## src/rtl/bcd_scan_if.sv

```systemverilog
// Scan-driver bus: BCD value in, decoder nibble plus digit enables out.
//   digits     : 4-digit BCD value, [3:0] = digit0 ... [15:12] = digit3
//   A/B/C/D    : nibble to the 7-segment decoder, A = MSB
//   dig_en     : one-hot digit common enable
//   blank      : no digit lit this cycle
//   frame_tick : one-cycle pulse at the start of each frame
interface bcd_scan_if;
  logic [15:0] digits;
  logic        A;
  logic        B;
  logic        C;
  logic        D;
  logic [3:0]  dig_en;
  logic        blank;
  logic        frame_tick;

  modport master (
    output digits,
    input  A, B, C, D, dig_en, blank, frame_tick
  );

  modport slave (
    input  digits,
    output A, B, C, D, dig_en, blank, frame_tick
  );
endinterface

```

## src/rtl/bcd_scan_mux.sv

```systemverilog
// Four-digit time-multiplexed scan driver for a BCD-to-7-segment decoder.
// Each slot lasts DIV cycles: one dead cycle, then DIV-1 lit cycles.
// The displayed value is captured into a shadow register only at frame
// boundaries, so a frame never mixes two values.
// Ports:
//   clk   : rising-edge clock
//   rst_n : asynchronous active-low reset
//   bus   : slave side of bcd_scan_if (digits in; A..D, dig_en, blank,
//           frame_tick out, all registered)
module bcd_scan_mux #(
  parameter int unsigned DIV      = 1000,
  parameter bit          BLANK_LZ = 1'b1
) (
  input  logic     clk,
  input  logic     rst_n,
  bcd_scan_if.slave bus
);

  localparam int unsigned CNT_W   = 16;
  localparam int unsigned SLOT_W  = 2;
  localparam int unsigned NIB_W   = 4;
  localparam int unsigned VAL_W   = 16;
  localparam logic [CNT_W-1:0] CNT_MAX = CNT_W'(DIV - 1);

  logic [CNT_W-1:0]  cnt_q,        cnt_d;
  logic [SLOT_W-1:0] slot_q,       slot_d;
  logic [VAL_W-1:0]  shadow_q,     shadow_d;
  logic [NIB_W-1:0]  abcd_q,       abcd_d;
  logic [3:0]        dig_en_q,     dig_en_d;
  logic              blank_q,      blank_d;
  logic              frame_tick_q, frame_tick_d;

  logic [NIB_W-1:0]  nib_c;
  logic              upper_zero_c;
  logic              suppress_c;
  logic              slot_end_c;
  logic              frame_end_c;

  // Next-state: prescaler, slot stepping, frame capture and registered outputs.
  always_comb begin
    cnt_d        = cnt_q + CNT_W'(1);
    slot_d       = slot_q;
    shadow_d     = shadow_q;
    frame_tick_d = 1'b0;
    nib_c        = '0;
    upper_zero_c = 1'b0;
    abcd_d       = '0;
    dig_en_d     = '0;
    blank_d      = 1'b1;

    slot_end_c  = (cnt_q == CNT_MAX);
    frame_end_c = slot_end_c && (slot_q == SLOT_W'(3));

    if (slot_end_c) begin
      cnt_d  = '0;
      slot_d = slot_q + SLOT_W'(1);
    end

    if (frame_end_c) begin
      shadow_d     = bus.digits;
      frame_tick_d = 1'b1;
    end

    // upper_zero_c: this digit and every more-significant digit are zero;
    // invalid codes are nonzero so they never trigger blanking.
    unique case (slot_q)
      2'd0: begin
        nib_c        = shadow_q[3:0];
        upper_zero_c = 1'b0;
      end
      2'd1: begin
        nib_c        = shadow_q[7:4];
        upper_zero_c = (shadow_q[15:4] == 12'd0);
      end
      2'd2: begin
        nib_c        = shadow_q[11:8];
        upper_zero_c = (shadow_q[15:8] == 8'd0);
      end
      default: begin
        nib_c        = shadow_q[15:12];
        upper_zero_c = (shadow_q[15:12] == 4'd0);
      end
    endcase

    suppress_c = (cnt_q == '0) ||
                 (nib_c > NIB_W'(9)) ||
                 (BLANK_LZ && upper_zero_c);

    if (!suppress_c) begin
      abcd_d   = nib_c;
      dig_en_d = 4'(4'b0001 << slot_q);
      blank_d  = 1'b0;
    end
  end

  // State and output registers.
  always_ff @(posedge clk or negedge rst_n) begin
    if (!rst_n) begin
      cnt_q        <= '0;
      slot_q       <= '0;
      shadow_q     <= '0;
      abcd_q       <= '0;
      dig_en_q     <= '0;
      blank_q      <= 1'b1;
      frame_tick_q <= 1'b0;
    end else begin
      cnt_q        <= cnt_d;
      slot_q       <= slot_d;
      shadow_q     <= shadow_d;
      abcd_q       <= abcd_d;
      dig_en_q     <= dig_en_d;
      blank_q      <= blank_d;
      frame_tick_q <= frame_tick_d;
    end
  end

  assign bus.A          = abcd_q[3];
  assign bus.B          = abcd_q[2];
  assign bus.C          = abcd_q[1];
  assign bus.D          = abcd_q[0];
  assign bus.dig_en     = dig_en_q;
  assign bus.blank      = blank_q;
  assign bus.frame_tick = frame_tick_q;

endmodule

```

## src/flat_wrapper.sv

```systemverilog
// flat-port wrapper written by rule: the top's interface ports become plain ports
module bcd_scan_mux_flat 
#(
  parameter int unsigned DIV      = 1000,
  parameter bit          BLANK_LZ = 1'b1
)
  (clk, rst_n, bus_digits, bus_A, bus_B, bus_C, bus_D, bus_dig_en, bus_blank, bus_frame_tick);
  bcd_scan_if bus_i ();
  input  logic clk;
  input  logic rst_n;
  input wire logic [$bits(bus_i.digits)-1:0] bus_digits;
  output wire logic [$bits(bus_i.A)-1:0] bus_A;
  output wire logic [$bits(bus_i.B)-1:0] bus_B;
  output wire logic [$bits(bus_i.C)-1:0] bus_C;
  output wire logic [$bits(bus_i.D)-1:0] bus_D;
  output wire logic [$bits(bus_i.dig_en)-1:0] bus_dig_en;
  output wire logic [$bits(bus_i.blank)-1:0] bus_blank;
  output wire logic [$bits(bus_i.frame_tick)-1:0] bus_frame_tick;
  assign bus_i.digits = bus_digits;
  assign bus_A = bus_i.A;
  assign bus_B = bus_i.B;
  assign bus_C = bus_i.C;
  assign bus_D = bus_i.D;
  assign bus_dig_en = bus_i.dig_en;
  assign bus_blank = bus_i.blank;
  assign bus_frame_tick = bus_i.frame_tick;
  bcd_scan_mux #(.DIV(DIV), .BLANK_LZ(BLANK_LZ)) u_core (.clk(clk), .rst_n(rst_n), .bus(bus_i));
endmodule
```

## config.mk

```make
export PLATFORM = sky130hd
export DESIGN_NAME = bcd_scan_mux_flat
export DESIGN_NICKNAME = d
export VERILOG_FILES = /design/src/rtl/bcd_scan_if.sv /design/src/rtl/bcd_scan_mux.sv /design/src/flat_wrapper.sv
export SDC_FILE = /design/constraint.sdc
export NUM_CORES = 1
export LEC_CHECK = 0
export CAP_MARGIN = 20
export CORE_AREA = 8 8 71 73
export DETAILED_ROUTE_END_ITERATION = 16
export DIE_AREA = 0 0 79 81
export PLACE_DENSITY_LB_ADDON = 0.15
export SYNTH_ARGS = -nofsm -noshare
export SYNTH_HDL_FRONTEND = slang
export SYNTH_SLANG_ARGS = --single-unit
```

## constraint.sdc

```tcl
create_clock -name clk -period 2.15 [get_ports clk]
set_input_delay 0.215 -clock clk [delete_from_list [all_inputs] [get_ports clk]]
set_output_delay 0.215 -clock clk [all_outputs]
set_load 0.03 [all_outputs]
```

======== After elaboration in Yosys (flattened, before gate mapping) ========
Cells that the tools add are included.
cells by class
  shifts and indexed selects .............. 1
  mux-type cells .......................... 7
  magnitude comparators ................... 1
  equality and inequality tests ........... 4
  add/sub/neg operators ................... 2
  reductions and logical operators ........ 8
operators by type and width
  cell                                              number
  adder 16 x 1 -> 16 bit (second input constant)    1
  == test 16 x 10 -> 1 bit (second input constant)  1
  zero test 16 bit                                  1
  2-to-1 mux 16 bit                                 1
  zero test 12 bit                                  1
  one-hot mux 4 bit (3 select lines)                1
  zero test 8 bit                                   1
  2-to-1 mux 4 bit                                  2
  == test 2 bit (second input constant)             2
  > comparator 4 bit (second input constant)        1
  zero test 4 bit                                   1
  << shifter 1 x 2 -> 4 bit (first input constant)  1
  one-hot mux 1 bit (3 select lines)                1
  adder 2 x 1 -> 2 bit (second input constant)      1
  == test 2 x 1 -> 1 bit (second input constant)    1
  zero test 2 bit                                   1
  logical OR 1 bit                                  2
  2-to-1 mux 1 bit                                  2
  logical AND 1 bit                                 1
storage, ports and cells
  output and inout bits ................... 10
  bits in registers ....................... 44
  input bits .............................. 18
  word-level logic and storage cells ...... 30

======== Depth between registers and ports, before layout ========
  depth after elaboration ................. 6
  gate-level depth with buffers ........... 7
  mapped depth without buffers ............ 6

======== Worst setup path after synthesis ========
No wires, ideal clock.
  kind .................................... register to register
  from .................................... reg u_core.cnt_q[0]
  to ...................................... reg u_core.shadow_q[10]
  required time ........................... 2025 ps
  clock period less this slack ............ 1770 ps
  stages on the path, launching flop included .. 8
  path slack .............................. 380 ps
  arrival ................................. 1645 ps
  path buffers ............................ 2
  setup time .............................. 125 ps
  cell sequence ........................... dfrtp_1 > ha_1 > nand4_2 > and4bb_1 > buf_6 > nand2_4 > buf_6 > mux2_4
on the way
  longest elaborated chain between the ends .. 2
ends and longest elaborated chain
  item                      RTL line             RTL
  start, declared           bcd_scan_mux.sv:25   logic [CNT_W-1:0] cnt_q, cnt_d;
  start signal, assigned    bcd_scan_mux.sv:107  cnt_q <= cnt_d;
  == test 16 x 10 -> 1 bit  bcd_scan_mux.sv:51   slot_end_c = (cnt_q == CNT_MAX);
  logical AND 1 bit         bcd_scan_mux.sv:52   frame_end_c = slot_end_c && (slot_q == SLOT_W'(3));
  end signal, assigned      bcd_scan_mux.sv:109  shadow_q <= shadow_d;
  end, declared             bcd_scan_mux.sv:27   logic [VAL_W-1:0] shadow_q, shadow_d;
Every way passes these cells.
A chain may end at the register's enable or synchronous reset.

======== Final worst setup path ========
  from .................................... reg u_core.cnt_q[0]
  to ...................................... reg u_core.shadow_q[9]
The elaborated chain is that of the path after synthesis.

==> impl_metrics.yaml <==
global_route:
  grt_max_degree: 24
  track_usage: 0.131
  grt_pass1_vias: 1400
  grt.overflow.total: 0
  antenna_found_initial: 0
  grt_pass1_wl_mm: 6.74
route:
  first_pass_iters: 4
  antenna_left: 0
  routed-via-count: 1390
  vias_per_cell: 5.43
  drt_iter0_drc: 94
  drt-wirelength-per-cell_um: 15.2
  wl_mm: 3.88
  drcViolationCount: 0
placed_design:
  place_hpwl_mm: 2.99
  numPortBuffers: 27
  dpl_cell_area_um2: 2370
  routabilityCongestion: 0.841
  dp.cells: 247
die:
  dieArea_um2: 6400
  rows: 23
  chipWidth_um: 79
  core-area_um2: 3910
  ios: 28
  die_y_um: 81
  start_util: 0.523
setup_path:
  crit_arrival_ps: 2150
  path_class: "flip-flop to flip-flop"
  max_stage_delay_ps: 460
  critical_path.top_delay_family: "simple AND/OR/NAND/NOR gates"
  cp_num_buf_inv: 0
  end_kind: "flip-flop"
  crit_slowest_cell: "and4bb_1"
  worstPathCellList: "ha_1 > nand4_2 > and4bb_1 > nand2_4 > mux2_4"
  cp.depth: 5
  cp.required_ps: 2320
  crit_fanout: 13
  reg2regPathDepth: 5
  cp-start-kind: "flip-flop"
cells_and_area:
  drive_gt1_frac: 0.160
  num-fill-cells: 304
  finish.instance_area_um2: 2470
  final_cell_mix: "dfrtp_1 (43), clkdlybuf4s50_1 (26), inv_1 (13)"
  fin_nets: 230
  final_core_util: 0.632
  area_delta_synth_final_pct: 20.8
  stdcell_count: 256
  regArea_um2: 1100
  layout_commonest_cell: "dfrtp_1"
  diodes: 0
  multiInputGateArea_um2: 870
cts:
  cts_made_buffers: 5
  clock_latency_ps: 290
  clock_sinks: 44
  cts_setup_buffers: 0
  cts.clk_slew.worst_paths_ps: 80
  root_buffer: "clkbuf_8"
  cts_buffer_depth: 2
  cts_tree: "yes"
  cts_htree_levels: 2
synthesis:
  synth-simple-area-share: 0.162
  synth_cell_type_count: 39
  synthMuxAreaShare: 0.100
  yosys_warnings: 0
  synth_area_um2: 2050
  ys_seq_elements: 44
  synth_area_leaders: "dfrtp_1 (53%), mux2_4 (7.3%), ha_1 (4.3%), xnor2_1 (3.0%), nand3_1 (2.7%)"
  synth_fp_nets: 195
  yosysSeqAreaShare: 0.538
  avgSynthCellArea_um2: 12.0
  synthAdderAreaFrac: 0.0428
  synth_cells: 170
  synth_compound_area_frac: 0.0727
  yosys.area.top_type: "dfrtp_1"
  synth_top_area_frac: 0.525
  synth_xor_area_frac: 0.0470
  synth_top_family_by_area: "simple AND/OR/NAND/NOR gates"
job:
  maxCapViolCount: 0
sta:
  finalSetupViolCount: 0
  worst_pin_slew_ps: 564
  fmax_ghz: 0.505
  min_period_ps: 1980
  post-route-period-util: 0.920
  finClkSkew_ps: 7.72
  drv_slew: 0
  setup_tns_ps: 0
  final_hold_viol_count: 0
  slew_headroom: 0.621
  rsz0062_at_grt: "false"
pwr:
  fin_total_pwr_mw: 1.48
  vdd_drop_max_mv: 0.394
  p_leak_nw: 1.15
  power_density_nw_per_um2: 598
worst_hold_path:
  min_path_type: "input port to asynchronous set/reset pin"
outcome:
  status: "finished, final reports clean"
metal layers:
metal / vias up / global-route usage / routed length [µm] / share of wire
met2: 39 / 0.191 / 1670 / 0.43
li1: 671 / - / - / -
met5: - / 0 / 0 / 0
met1: 672 / 0.178 / 1930 / 0.50
met3: 8 / 0.0397 / 223 / 0.057
met4: 0 / 0.0537 / 59 / 0.015
where the power goes:
| part | internal, mW | switching (mW) |
|---|---|---|
| combinational | 0.0600 | 0.0458 |
| clock | 0.256 | 0.259 |
| sequential | 0.846 | 0.0125 |
| total | 1.16 | 0.317 |
logic make-up (layout without fill, tap and decap cells):
family,Yosys count,count (layout)
muxes,15,15
and+or+nand+nor,54,54
AOI/OAI and AO/OA,23,23
xor gates and xnor gates,11,11
buffers and inverters,16,52
adders and majority gates,7,7
DFF,44,44
cell usage after synthesis:
master / n
dfrtp_1: 43
inv_1: 13
nand3_1: 11
mux2_4: 10
nor2_1: 8
o21ai_0: 8
ha_1: 7
nor3_1: 7
xnor2_1: 7
nand2_1: 6
a21oi_1: 4
mux2_2: 4
nor4_1: 4
xor2_1: 4
nor3b_1: 3
a211oi_1: 2
a222oi_1: 2
a22o_1: 2
a22oi_1: 2
buf_6: 2
nand4_1: 2
or3_1: 2
a211o_1: 1
a21boi_0: 1
and3_1: 1
and4_1: 1
and4bb_1: 1
buf_2: 1
dfstp_2: 1
mux2i_1: 1
nand2_4: 1
nand4_2: 1
nor2b_1: 1
nor3_2: 1
nor4_2: 1
nor4_4: 1
nor4b_1: 1
o21ai_1: 1
or2_2: 1
metrics by stage:
| stage | hold slack (ps) | setup slack (ps) |
|---|---|---|
| global route | 474 | 60.8 |
| CTS | 437 | 133 |
| detailed placement | 224 | 168 |
| finish | 416 | 171 |
| floorplan | -80.6 | 380 |
| global placement | 196 | 250 |
sequential cells by signal, indices dropped and copies added, names as in the netlist:
signal / cells
u_core.slot_q: 2
u_core.bus.frame_tick: 1
u_core.bus.blank: 1
u_core.cnt_q: 16
u_core.shadow_q: 16
u_core.bus.dig_en: 4
u_core.abcd_q: 4
timing repair:
action	in CTS	in global routing
endpoints found under the setup margin	0	6
endpoints found under the hold margin	22	0
hold buffers	1	0
gates resized for setup	0	1
layout make-up:
| class | count | share of cell area |
|---|---|---|
| clock buffer | 6 | 0.0334 |
| timing repair buffer | 31 | 0.120 |
| sequential | 44 | 0.446 |
| multi-input combinational | 110 | 0.352 |
| clock inverter | 2 | 0.00405 |
| inverter | 13 | 0.0197 |
| tap | 50 | 0.0253 |
final timing paths:
check / startpoint / end / slack, ps
setup / recovery: u_core.cnt_q[0] / u_core.shadow_q[9] / 170
setup reg to reg: u_core.cnt_q[0] / u_core.shadow_q[9] / 170
hold / removal: rst_n / u_core.cnt_q[12] / 420
hold reg to reg: u_core.cnt_q[0] / u_core.cnt_q[0] / 500
min in group clk: u_core.cnt_q[0] / u_core.cnt_q[0] / 500
max in group asynchronous: rst_n / u_core.bus.blank / 1030
No activity file was read; power rests on OpenSTA's default activity.
